$ cat src/rtl/amp3_i2s_tx.sv
// Pmod AMP3 I2S / left-justified serial transmitter with a one-deep sample buffer and drain-on-stop.
// Optional build macro AMP3_ATTEN_EN adds a 4-bit arithmetic attenuation input applied at frame load.
module amp3_i2s_tx #(
   parameter int DATA_W  = 12,
   parameter int SLOT_W  = 16,
   parameter int CLK_DIV = 4
) (
   input  logic              clk,
   input  logic              rst,
   input  logic              enable,
   input  logic              mono,
   input  logic              lj_mode,
   input  logic [DATA_W-1:0] sample_l,
   input  logic [DATA_W-1:0] sample_r,
   input  logic              sample_valid,
`ifdef AMP3_ATTEN_EN
   input  logic [3:0]        atten,
`endif
   output logic              sample_ready,
   output logic              frame_start,
   output logic              underrun,
   output logic              BCLK,
   output logic              LRCLK,
   output logic              SDATA,
   output logic              nSHUT
);

   localparam int FRAME_W = 2 * SLOT_W;
   localparam int CNT_W   = $clog2(FRAME_W);
   localparam int DIV_W   = $clog2(CLK_DIV);
   localparam logic [CNT_W-1:0] SLOT_C = CNT_W'(SLOT_W);
   localparam logic [CNT_W-1:0] LAST_C = CNT_W'(FRAME_W - 1);
   localparam logic [DIV_W-1:0] DIV_LAST = DIV_W'(CLK_DIV - 1);

   typedef enum logic [1:0] {IDLE, RUN, DRAIN} state_t;

   state_t            state_reg;
   logic [DIV_W-1:0]  div_cnt_reg;
   logic [CNT_W-1:0]  bit_cnt_reg;
   logic              bclk_reg;
   logic              lrclk_reg;
   logic              sdata_reg;
   logic              nshut_reg;
   logic              frame_start_reg;
   logic              underrun_reg;
   logic [DATA_W-1:0] hold_l_reg;
   logic [DATA_W-1:0] hold_r_reg;
   logic              hold_full_reg;
   logic [DATA_W-1:0] last_l_reg;
   logic [DATA_W-1:0] last_r_reg;
   logic [DATA_W-1:0] shift_l_reg;
   logic [DATA_W-1:0] shift_r_reg;
   logic              delay_reg;
   logic              lj_reg;

   logic              div_wrap;
   logic              fall_tick;
   logic              frame_wrap;
   logic              start;
   logic              load;
   logic              stop;
   logic              accept;
   logic [CNT_W-1:0]  bit_cnt_next;
   logic [CNT_W-1:0]  pos_cnt;
   logic [CNT_W-1:0]  p_cnt;
   logic              slot_sel;
   logic [DATA_W-1:0] src_l;
   logic [DATA_W-1:0] src_r;
   logic [DATA_W-1:0] scaled_l;
   logic [DATA_W-1:0] scaled_r;
   logic [DATA_W-1:0] load_l;
   logic [DATA_W-1:0] load_r;
   logic [DATA_W-1:0] word;
   logic [DATA_W-1:0] word_sh;
   logic              stream_bit;

   always_comb begin
      div_wrap     = (div_cnt_reg == DIV_LAST);
      fall_tick    = (state_reg != IDLE) && div_wrap && bclk_reg;
      bit_cnt_next = (bit_cnt_reg == LAST_C) ? '0 : bit_cnt_reg + 1'b1;
      frame_wrap   = fall_tick && (bit_cnt_next == '0);
      start        = (state_reg == IDLE) && enable;
      // A DRAIN that sees enable again by the wrap carries on as RUN and loads.
      load         = start || (frame_wrap && ((state_reg == RUN) || enable));
      stop         = frame_wrap && (state_reg == DRAIN) && !enable;
      accept       = sample_valid && !hold_full_reg;

      src_l = hold_full_reg ? hold_l_reg : last_l_reg;
      src_r = hold_full_reg ? hold_r_reg : last_r_reg;
`ifdef AMP3_ATTEN_EN
      scaled_l = $signed(src_l) >>> atten;
      scaled_r = $signed(src_r) >>> atten;
`else
      scaled_l = src_l;
      scaled_r = src_r;
`endif
      load_l = scaled_l;
      load_r = mono ? scaled_l : scaled_r;

      // Stream bit for the position being entered; a load edge must use the new frame.
      pos_cnt  = start ? '0 : bit_cnt_next;
      slot_sel = (pos_cnt >= SLOT_C);
      p_cnt    = slot_sel ? pos_cnt - SLOT_C : pos_cnt;
      if (slot_sel)
         word = load ? load_r : shift_r_reg;
      else
         word = load ? load_l : shift_l_reg;
      // Shifting past DATA_W leaves zeros, which is exactly the slot padding.
      word_sh    = word << p_cnt;
      stream_bit = word_sh[DATA_W-1];
   end

   always_ff @(posedge clk) begin
      if (rst) begin
         state_reg       <= IDLE;
         div_cnt_reg     <= '0;
         bit_cnt_reg     <= '0;
         bclk_reg        <= 1'b0;
         lrclk_reg       <= 1'b1;
         sdata_reg       <= 1'b0;
         nshut_reg       <= 1'b0;
         frame_start_reg <= 1'b0;
         underrun_reg    <= 1'b0;
         hold_l_reg      <= '0;
         hold_r_reg      <= '0;
         hold_full_reg   <= 1'b0;
         last_l_reg      <= '0;
         last_r_reg      <= '0;
         shift_l_reg     <= '0;
         shift_r_reg     <= '0;
         delay_reg       <= 1'b0;
         lj_reg          <= 1'b0;
      end else begin
         frame_start_reg <= load;
         underrun_reg    <= load && !hold_full_reg;
         hold_full_reg   <= accept || (hold_full_reg && !load);
         if (accept) begin
            hold_l_reg <= sample_l;
            hold_r_reg <= sample_r;
         end
         if (load) begin
            shift_l_reg <= load_l;
            shift_r_reg <= load_r;
            if (hold_full_reg) begin
               last_l_reg <= hold_l_reg;
               last_r_reg <= hold_r_reg;
            end
         end

         case (state_reg)
            IDLE: begin
               if (enable) begin
                  state_reg   <= RUN;
                  nshut_reg   <= 1'b1;
                  bclk_reg    <= 1'b0;
                  div_cnt_reg <= '0;
                  bit_cnt_reg <= '0;
                  lrclk_reg   <= 1'b0;
                  lj_reg      <= lj_mode;
                  sdata_reg   <= lj_mode ? stream_bit : delay_reg;
                  delay_reg   <= stream_bit;
               end
            end
            default: begin
               if (div_wrap) begin
                  div_cnt_reg <= '0;
                  bclk_reg    <= ~bclk_reg;
               end else begin
                  div_cnt_reg <= div_cnt_reg + 1'b1;
               end
               if (stop) begin
                  state_reg   <= IDLE;
                  div_cnt_reg <= '0;
                  bit_cnt_reg <= '0;
                  bclk_reg    <= 1'b0;
                  lrclk_reg   <= 1'b1;
                  sdata_reg   <= 1'b0;
                  nshut_reg   <= 1'b0;
                  delay_reg   <= 1'b0;
               end else begin
                  state_reg <= enable ? RUN : DRAIN;
                  if (fall_tick) begin
                     bit_cnt_reg <= bit_cnt_next;
                     lrclk_reg   <= slot_sel;
                     sdata_reg   <= lj_reg ? stream_bit : delay_reg;
                     delay_reg   <= stream_bit;
                  end
               end
            end
         endcase
      end
   end

   assign sample_ready = !hold_full_reg;
   assign frame_start  = frame_start_reg;
   assign underrun     = underrun_reg;
   assign BCLK         = bclk_reg;
   assign LRCLK        = lrclk_reg;
   assign SDATA        = sdata_reg;
   assign nSHUT        = nshut_reg;

endmodule

$ cat config.mk
export PLATFORM = sky130hd
export DESIGN_NAME = amp3_i2s_tx
export DESIGN_NICKNAME = d
export VERILOG_FILES = /design/src/rtl/amp3_i2s_tx.sv
export SDC_FILE = /design/constraint.sdc
export NUM_CORES = 1
export LEC_CHECK = 0
export CORE_MARGIN = 1
export CORE_UTILIZATION = 50
export DETAILED_ROUTE_END_ITERATION = 8
export PLACE_DENSITY = 0.7
export SLEW_MARGIN = 20
export SYNTH_ARGS = -nofsm -noshare
export SYNTH_HDL_FRONTEND = slang
export SYNTH_SLANG_ARGS = --single-unit
$ cat constraint.sdc
create_clock -name clk -period 3.5 [get_ports clk]
set_clock_uncertainty 0.1 [all_clocks]
set_input_delay 0.525 -clock clk [delete_from_list [all_inputs] [get_ports clk]]
set_output_delay 0.525 -clock clk [all_outputs]
set_load 0.01 [all_outputs]
==> impl_summary.log, run 1 <==
[metrics] Yosys cell types: 57
[metrics] area enclosed by the die boundary: 9110 sq um
[metrics] antenna violation net count after detailed routing: 0
[metrics] fraction of layout cells with a size suffix above 1: a little over an eighth
[metrics] level count of the clock H-tree: 3
[metrics] post-detailed-placement cell area: 4900 sq um
[metrics] maximum number of pins on one net before global-route repair: 38
[metrics] Tcrit/Tclk final: between 90% and 100%
[metrics] maximum count of clock buffers along a single path: 2
[metrics] cell area after layout: 5130 sq um
[metrics] internal power: 1580 uW
[metrics] gpl congestion: about 0.94
[metrics] global-route wire length before repair: between 15,000 and 20,000 um
[metrics] starting DRC count in detailed routing: about 190
[metrics] library cell occupying the most area in the post-synthesis netlist: dfxtp_1
[metrics] Final Critical Period: 3.22 ns
[metrics] CP Data Required Time: 3.64 ns
[metrics] starting density of the core: 52.4%
[metrics] number of flops mapped to enable cells by yosys: 0
[metrics] WL/cell: 16.9 um
[metrics] Total Neg Setup Slack: 0 ns
[metrics] biggest fanout along the worst timing path: 6
[metrics] PnR worst setup slack: 0.285 ns
[metrics] layout overhead on the synthesized area: 17.6%
[metrics] critical path type: flop to flop
[metrics] clock tree from TritonCTS: built
[metrics] Overflow after GRT: 0
[metrics] status: finished clean
[metrics] post-detailed-route DRC marker count: 0
[metrics] number of buffers added to fix hold violations after cts: 0
[metrics] portion of total power attributed to sequential cells: 50.8%
[metrics] area of combinational cells with multiple inputs: 2420 sq um
[metrics] number of nets in the final layout: 613
[metrics] Syn Nets: 576
[metrics] CTS resizes: 0
[metrics] Synth Cell Area: 4370 sq um
[metrics] average footprint of a synthesized cell: about 8.1 sq um
[metrics] width of the die: 95.5 um
[metrics] max-slew headroom at the worst pin: 51.1%
[metrics] net switching power: 563 uW
[metrics] sequential fraction of the synthesis area: between 40% and 50%
[metrics] Hold Fails Final Rpt: 0
[metrics] share of flip-flops with an asynchronous set or reset: 0%
[metrics] type of the worst min-delay path: flop to flop
[metrics] setup-violating endpoint count in the final report: 0
[metrics] top flip-flop cell by instance count after synthesis: dfxtp_1
[metrics] Worst VDD drop: 253 uV
[metrics] ports placed on the boundary: 37
[metrics] overall die height: 95.5 um
[metrics] Final Non-Filler Cells: 688
[metrics] Worst-Margin Slew: 0.731 ns
[metrics] combined global-route utilization of all metal layers: 27.1%
[metrics] top cells by area, synth: dfxtp_1 (41%), nand2_1 (12%), a21oi_1 (8.9%)
[metrics] number of clock buffers inserted by TritonCTS: 9
[metrics] Max Clock Freq: 311 MHz
[metrics] Pins Over Slew Limit: 0
[metrics] pre-CTS WS: roughly 0.037 ns
[metrics] total half-perimeter wirelength after legalization and detailed placement: 8400 um
[metrics] unrepaired setup endpoints after global routing: false
[metrics] via total after detailed routing: 3,980
[metrics] buffer count from post-CTS setup fixing: 0
[metrics] Site Rows: 33
[metrics] number of search-and-repair iterations in the first detailed-routing pass: 4
[metrics] Clk Latency, worst-skew pair: 0.36 ns
[metrics] number of register bits inferred by synthesis: 90
[metrics] kind of start point of the critical path: flop
[metrics] routed wire length: 11,600 um
[metrics] area share of the largest cell type after synthesis: 41.3%
[metrics] worst path arrival time: 3.35 ns
[metrics] dpl cells: 673
[metrics] via count normalized by instance count: 5.78
[metrics] clock group share of total power: 36.9%
[metrics] Placeable Area: between 8000 and 9000 sq um
[metrics] Cells after Synth: 542
[metrics] number of maximum-capacitance violations: 0
[metrics] # port buffers: 36
[metrics] vias in the first global route: 3,770
[metrics] number of inserted diodes: 0
[metrics] clock root buffer: clkbuf_8
[metrics] type of element capturing the critical path: flop
[metrics] switching share of power: 26.3%
[metrics] count of fill cells added during filler insertion: between 700 and 800
[metrics] Pwr Density: roughly 420 nW/um^2
[metrics] number of clock sinks: 90
[metrics] Logic pwr share: between 10% and 20%
[metrics] warning count from the yosys run: 0
[metrics] initial antenna violation count: 0
[metrics] clock-pin transition on the worst setup and hold timing paths: roughly 0.090 ns
[metrics] Storage cell area: about 1800 sq um
[metrics] LEAKAGE: 0.00183 uW
[cell type report]
| type | instances | share of cell area [%] |
|---|---|---|
| multi-input combinational | 411 | 47.1 |
| sequential | 90 | 35.1 |
| timing repair buffer | 62 | 10.7 |
| tap | 105 | 2.56 |
| clock buffer | 9 | 2.41 |
| clock inverter | 6 | 1.75 |
| inverter | 5 | 0.365 |
[stage by stage]
stage / utilization [%] / hold WS, ns / total power [uW]
2_1_floorplan: - / 0.328 / 1260
4_1_cts: 61.3 / 0.360 / 2150
3_5_place_dp: 58.7 / 0.347 / 1370
5_1_grt: 61.6 / 0.374 / 2220
3_3_place_gp: 58.7 / 0.340 / 1370
6_report: 61.6 / 0.357 / 2140
[routing by layer]
layer	vias to the layer above	global-route usage (%)	part of all wire [%]
met5	-	0	0
met3	34	5.58	5.4
li1	1973	-	-
met1	1851	34.1	44
met2	122	43.8	47
met4	0	13.7	3.7
[power by group through the flow]
stage / Sequential [uW] / Clock (uW) / Combinational (uW)
final: 1090 / 791 / 263
after global routing: 1090 / 836 / 288
after CTS: 1090 / 798 / 263
after detailed placement: 1110 / 0 / 261
after global placement: 1110 / 0 / 257
after floorplan: 1100 / 0 / 162
[layout by cell type (no fill, tap or decap), drive strengths merged, types with 3 or more instances in the layout]
cell,synthesis,final
mux4,12,12
a31oi,6,6
inv,5,7
o31ai,4,4
or3,3,3
a21oi,78,78
buf,11,27
o21ai,10,10
clkbuf,25,9
clkdlybuf4s50,0,35
nand3,14,14
o32ai,3,3
nor3,13,13
o211a,3,3
nand2,144,144
mux2,7,7
and3,8,8
nor2,46,46
mux2i,10,10
nor2b,8,8
a311oi,3,3
ha,4,4
o211ai,4,4
dfxtp,90,90
[logic make-up (layout without fill, tap and decap cells)]
group / Yosys count / in the layout / share of synthesized area, %
simple gates: 248 / 248 / 24.8
compound gates: 129 / 129 / 18.0
flops: 90 / 90 / 41.3
buf+inv: 41 / 82 / 3.87
mux: 29 / 29 / 10.7
fa+ha+maj: 4 / 4 / 1.15
xor+xnor: 1 / 1 / 0.201
[critical path, stage by stage (launching register included)]
cell      delay [ns]
dfxtp_1         0.42
ha_1            0.20
and3_1          0.16
ha_2            0.27
nor2b_2         0.20
o211ai_2        0.25
nor2_4          0.23
a221oi_1        0.10
o21ai_0         0.32
nand3_1         0.12
a31o_2          0.28
nor4b_1         0.30
o32ai_1         0.11
[synth_stat cells, types with 2 or more instances]
cell	n
mux2_2	6
a21oi_1	78
mux4_2	12
nand4_1	2
or2_2	2
a311oi_1	3
a31oi_1	6
mux2i_1	9
nand2_1	142
clkbuf_1	25
o21ai_0	8
nor2b_1	8
buf_1	3
o211ai_2	2
dfxtp_1	90
nor2_1	44
nor2_2	2
inv_1	5
buf_2	6
o21ai_1	2
a31o_2	2
o211ai_1	2
o32ai_1	3
a211oi_1	2
o22ai_1	2
and3_1	7
a22oi_1	2
o31ai_1	4
o211a_1	2
nor3_1	11
buf_4	2
nand2_2	2
nor3b_1	2
or3_1	3
nor4b_1	2
a32oi_1	2
ha_1	4
nand3_1	14
[path summary, 6_finish.rpt]
check	from	slack (ns)	cells after the start	end
hold / removal	shift_r_reg[1]$_SDFF_PP0_	0.36	2	shift_r_reg[1]$_SDFF_PP0_
setup reg to reg	bit_cnt_reg[0]$_SDFFE_PP0P_	0.28	12	SDATA$_SDFFE_PP0P_
setup / recovery	bit_cnt_reg[0]$_SDFFE_PP0P_	0.28	12	SDATA$_SDFFE_PP0P_
hold reg to reg	shift_r_reg[1]$_SDFF_PP0_	0.36	2	shift_r_reg[1]$_SDFF_PP0_
Note: power is estimated with default switching activity, not from simulation.
==> run 2, diff against run 1 <==
CORE_MARGIN = 2   (was 1)
==> run 2 against run 1 <==
Effect of this change:
- final area is 0.37% lower
- total power increased by 0.87%
- die area increased by 4.2%
- largest power group unchanged
==> impl_summary.log, run 2 (synthesis gave the netlist of run 1 again) <==
[metrics] number of search-and-repair iterations in the first detailed-routing pass: 5 (was 4)
[metrics] slowest stage cell on the critical path: dfxtp_1 (unchanged)
[metrics] maximum count of clock buffers along a single path: 2 (unchanged)
[metrics] max-slew headroom at the worst pin: 47.1% (was 51.1%)
[metrics] gpl congestion: 0.993 (was 0.941)
[metrics] number of maximum-capacitance violations: 0 (unchanged)
[metrics] FF-to-FF path depth: 11 (was 12)
[metrics] biggest fanout along the worst timing path: 13 (was 6)
[metrics] count of fill cells added during filler insertion: 797 (was 767)
[metrics] antenna violation net count after detailed routing: 0 (unchanged)
[metrics] vias in the first global route: 3,825 (was 3,770)
[metrics] via count normalized by instance count: 5.86 (was 5.78)
[metrics] setup-violating endpoint count in the final report: 0 (unchanged)
[metrics] Pwr Density: 422 nW/um^2 (was 417 nW/um^2)
[metrics] WL/cell: 16.7 um (was 16.9 um)
[metrics] CP Data Required Time: 3.62 ns (was 3.64 ns)
[metrics] starting density of the core: 50.8% (was 52.4%)
[metrics] type of the worst min-delay path: flop to flop (unchanged)
[metrics] hold depth: 2 (unchanged)
[metrics] number of inserted diodes: 0 (unchanged)
[metrics] worst path arrival time: 3.36 ns (was 3.35 ns)
[metrics] Tcrit/Tclk final: 92.4% (was 91.9%)
[metrics] total power consumption of the routed design: 2160 uW (was 2140 uW)
[metrics] ports placed on the boundary: 37 (unchanged)
[metrics] status: finished clean (unchanged)
[metrics] Pins Over Slew Limit: 0 (unchanged)
[metrics] Critical path buffers and inverters: 0 (unchanged)
[metrics] kind of start point of the critical path: flop (unchanged)
[metrics] overall die height: 97.5 um (was 95.5 um)
[metrics] number of clock sinks: 90 (unchanged)
[metrics] width of the die: 97.5 um (was 95.5 um)
[metrics] PnR worst setup slack: 0.265 ns (was 0.285 ns)
[metrics] worst stage delay on the critical path: 0.42 ns (about the same)
[metrics] maximum number of pins on one net before global-route repair: 55 (was 38)
[metrics] Site Rows: 34 (was 33)
[metrics] clock root buffer: clkbuf_8 (unchanged)
[metrics] Final Critical Period: 3.24 ns (was 3.22 ns)
[metrics] combined global-route utilization of all metal layers: 23.9% (was 27.1%)
[metrics] start point of the worst min-delay path: shift_r_reg[3]$_SDFF_PP0_ (was shift_r_reg[1]$_SDFF_PP0_)
[metrics] Max Clock Freq: 309 MHz (was 311 MHz)
[metrics] number of clock buffers inserted by TritonCTS: 9 (unchanged)
[metrics] number of buffers added to fix hold violations after cts: 0 (unchanged)
[metrics] starting DRC count in detailed routing: 219 (was 188)
[metrics] capture point of the worst reg-to-reg path: SDATA$_SDFFE_PP0P_ (unchanged)
[metrics] Total Neg Setup Slack: 0 ns (unchanged)
[metrics] layout overhead on the synthesized area: 17.2% (was 17.6%)
[metrics] global-route wire length before repair: 18,600 um (was 18,900 um)
[metrics] Hold Fails Final Rpt: 0 (unchanged)
[metrics] routed wire length: 11,500 um (was 11,600 um)
[metrics] end of the worst hold path: shift_r_reg[3]$_SDFF_PP0_ (was shift_r_reg[1]$_SDFF_PP0_)
[metrics] LEAKAGE: 0.00182 uW (was 0.00183 uW)
[metrics] Stages on worst setup path: 11 (was 12)
[metrics] Clk Latency, worst-skew pair: 0.36 ns (about the same)
[metrics] crit-path cells: ha_1, and3_1, ha_2, nor2b_1, o211a_4, nand2_2, a311oi_1, o221ai_1, and3_4, nor4_1, o32ai_1 (was ha_1, and3_1, ha_2, nor2b_2, o211ai_2, nor2_4, a221oi_1, o21ai_0, nand3_1, a31o_2, nor4b_1, o32ai_1)
[metrics] fraction of layout cells with a size suffix above 1: 13.0% (was 13.7%)
[metrics] R2R Path Start: bit_cnt_reg[0]$_SDFFE_PP0P_ (unchanged)
[metrics] total half-perimeter wirelength after legalization and detailed placement: 8310 um (was 8400 um)
[metrics] number of nets in the final layout: 609 (was 613)
[metrics] post-detailed-route DRC marker count: 0 (unchanged)
[metrics] Placeable Area: 8590 sq um (was 8340 sq um)
[metrics] top library cells by usage in the layout, fill and taps aside: nand2_1 (142), dfxtp_1 (90), a21oi_1 (78), nor2_1 (43), clkdlybuf4s50_1 (35) (unchanged)
[metrics] Worst R2R Setup Slack: 0.26 ns (was 0.28 ns)
[metrics] Worst Hold Slack: 0.359 ns (was 0.357 ns)
[metrics] type of element capturing the critical path: flop (unchanged)
[metrics] critical path type: flop to flop (unchanged)
[metrics] Overflow after GRT: 0 (unchanged)
[metrics] via total after detailed routing: 4,023 (was 3,980)
[metrics] unrepaired setup endpoints after global routing: false (unchanged)
[metrics] commonest non-fill, non-tap cell in the layout: nand2_1 (unchanged)
[metrics] area enclosed by the die boundary: 9500 sq um (was 9110 sq um)
[metrics] cell family with most CP delay: simple AND/OR/NAND/NOR gates (was compound AO/OA/AOI/OAI gates)
[metrics] level count of the clock H-tree: 3 (unchanged)
[metrics] clock-pin transition on the worst setup and hold timing paths: 0.10 ns (was 0.09 ns)
[metrics] Worst VDD drop: 243 uV (was 253 uV)
[metrics] area of combinational cells with multiple inputs: 2410 sq um (was 2420 sq um)
[metrics] clock tree from TritonCTS: built (unchanged)
[metrics] initial antenna violation count: 0 (unchanged)
[metrics] Storage cell area: 1800 sq um (unchanged)
[metrics] pre-CTS WS: 0.145 ns (was 0.0374 ns)
[metrics] Worst-Margin Slew: 0.792 ns (was 0.731 ns)
[metrics] # port buffers: 36 (unchanged)
run 2: cell types whose count changed in the layout (fill, tap and decap cells not counted), sizes merged:
cell | before | now
clkinvlp | 1 | 0
inv | 7 | 9
buf | 27 | 23
clkinv | 1 | 0
run 2: worst max-delay path by stage:
stage | start | to | slack, ns
floorplan | bit_cnt_reg[0]$_SDFFE_PP0P_ | SDATA$_SDFFE_PP0P_ | 0.45
global placement | bit_cnt_reg[0]$_SDFFE_PP0P_ | SDATA$_SDFFE_PP0P_ | 0.32
detailed placement | bit_cnt_reg[0]$_SDFFE_PP0P_ | SDATA$_SDFFE_PP0P_ | 0.14
CTS | bit_cnt_reg[0]$_SDFFE_PP0P_ | SDATA$_SDFFE_PP0P_ | 0.15
global route | bit_cnt_reg[0]$_SDFFE_PP0P_ | SDATA$_SDFFE_PP0P_ | 0.02
finish | bit_cnt_reg[0]$_SDFFE_PP0P_ | SDATA$_SDFFE_PP0P_ | 0.26
run 2: layer usage:
layer / track usage [%] / part of all wire (%)
met1: 31.7 / 45
met2: 38.7 / 47
met3: 3.38 / 4.8
met4: 11.0 / 3.6
met5: 0 / 0
run 2: cell type report:
cell class	instances	share of cell area (%)
timing repair buffer	58	10.4
inverter	5	0.367
sequential	90	35.2
clock buffer	9	2.42
tap	108	2.64
multi-input combinational	411	47.0
clock inverter	6	1.91
run 2: what timing repair did:
action | 4_1_cts | 5_1_grt
endpoints found under the setup margin | 0 | 2
gates resized for setup | 0 | 5
setup buffers | 0 | 0
run 2: worst reg2reg max path, cell delays in order, from the launching register on:
cell      delay (ns)
dfxtp_1         0.42
ha_1            0.21
and3_1          0.17
ha_2            0.27
nor2b_1         0.25
o211a_4         0.26
nand2_2         0.19
a311oi_1        0.43
o221ai_1        0.19
and3_4          0.21
nor4_1          0.29
o32ai_1         0.13
run 2: where the power goes:
| part | switching, uW | internal (uW) |
|---|---|---|
| Combinational | 144 | 117 |
| Clock | 397 | 411 |
| Sequential | 31.6 | 1060 |
| Total | 573 | 1590 |
run 2: through the flow:
| stage | area [sq um] | util [%] | cells |
|---|---|---|---|
| after global routing | 5120 | 59.5 | 687 |
| after floorplan | 4370 | - | 542 |
| final | 5120 | 59.5 | 687 |
| after CTS | 5110 | 59.4 | 687 |
| after global placement | 4880 | 56.8 | 672 |
| after detailed placement | 4880 | 56.8 | 672 |
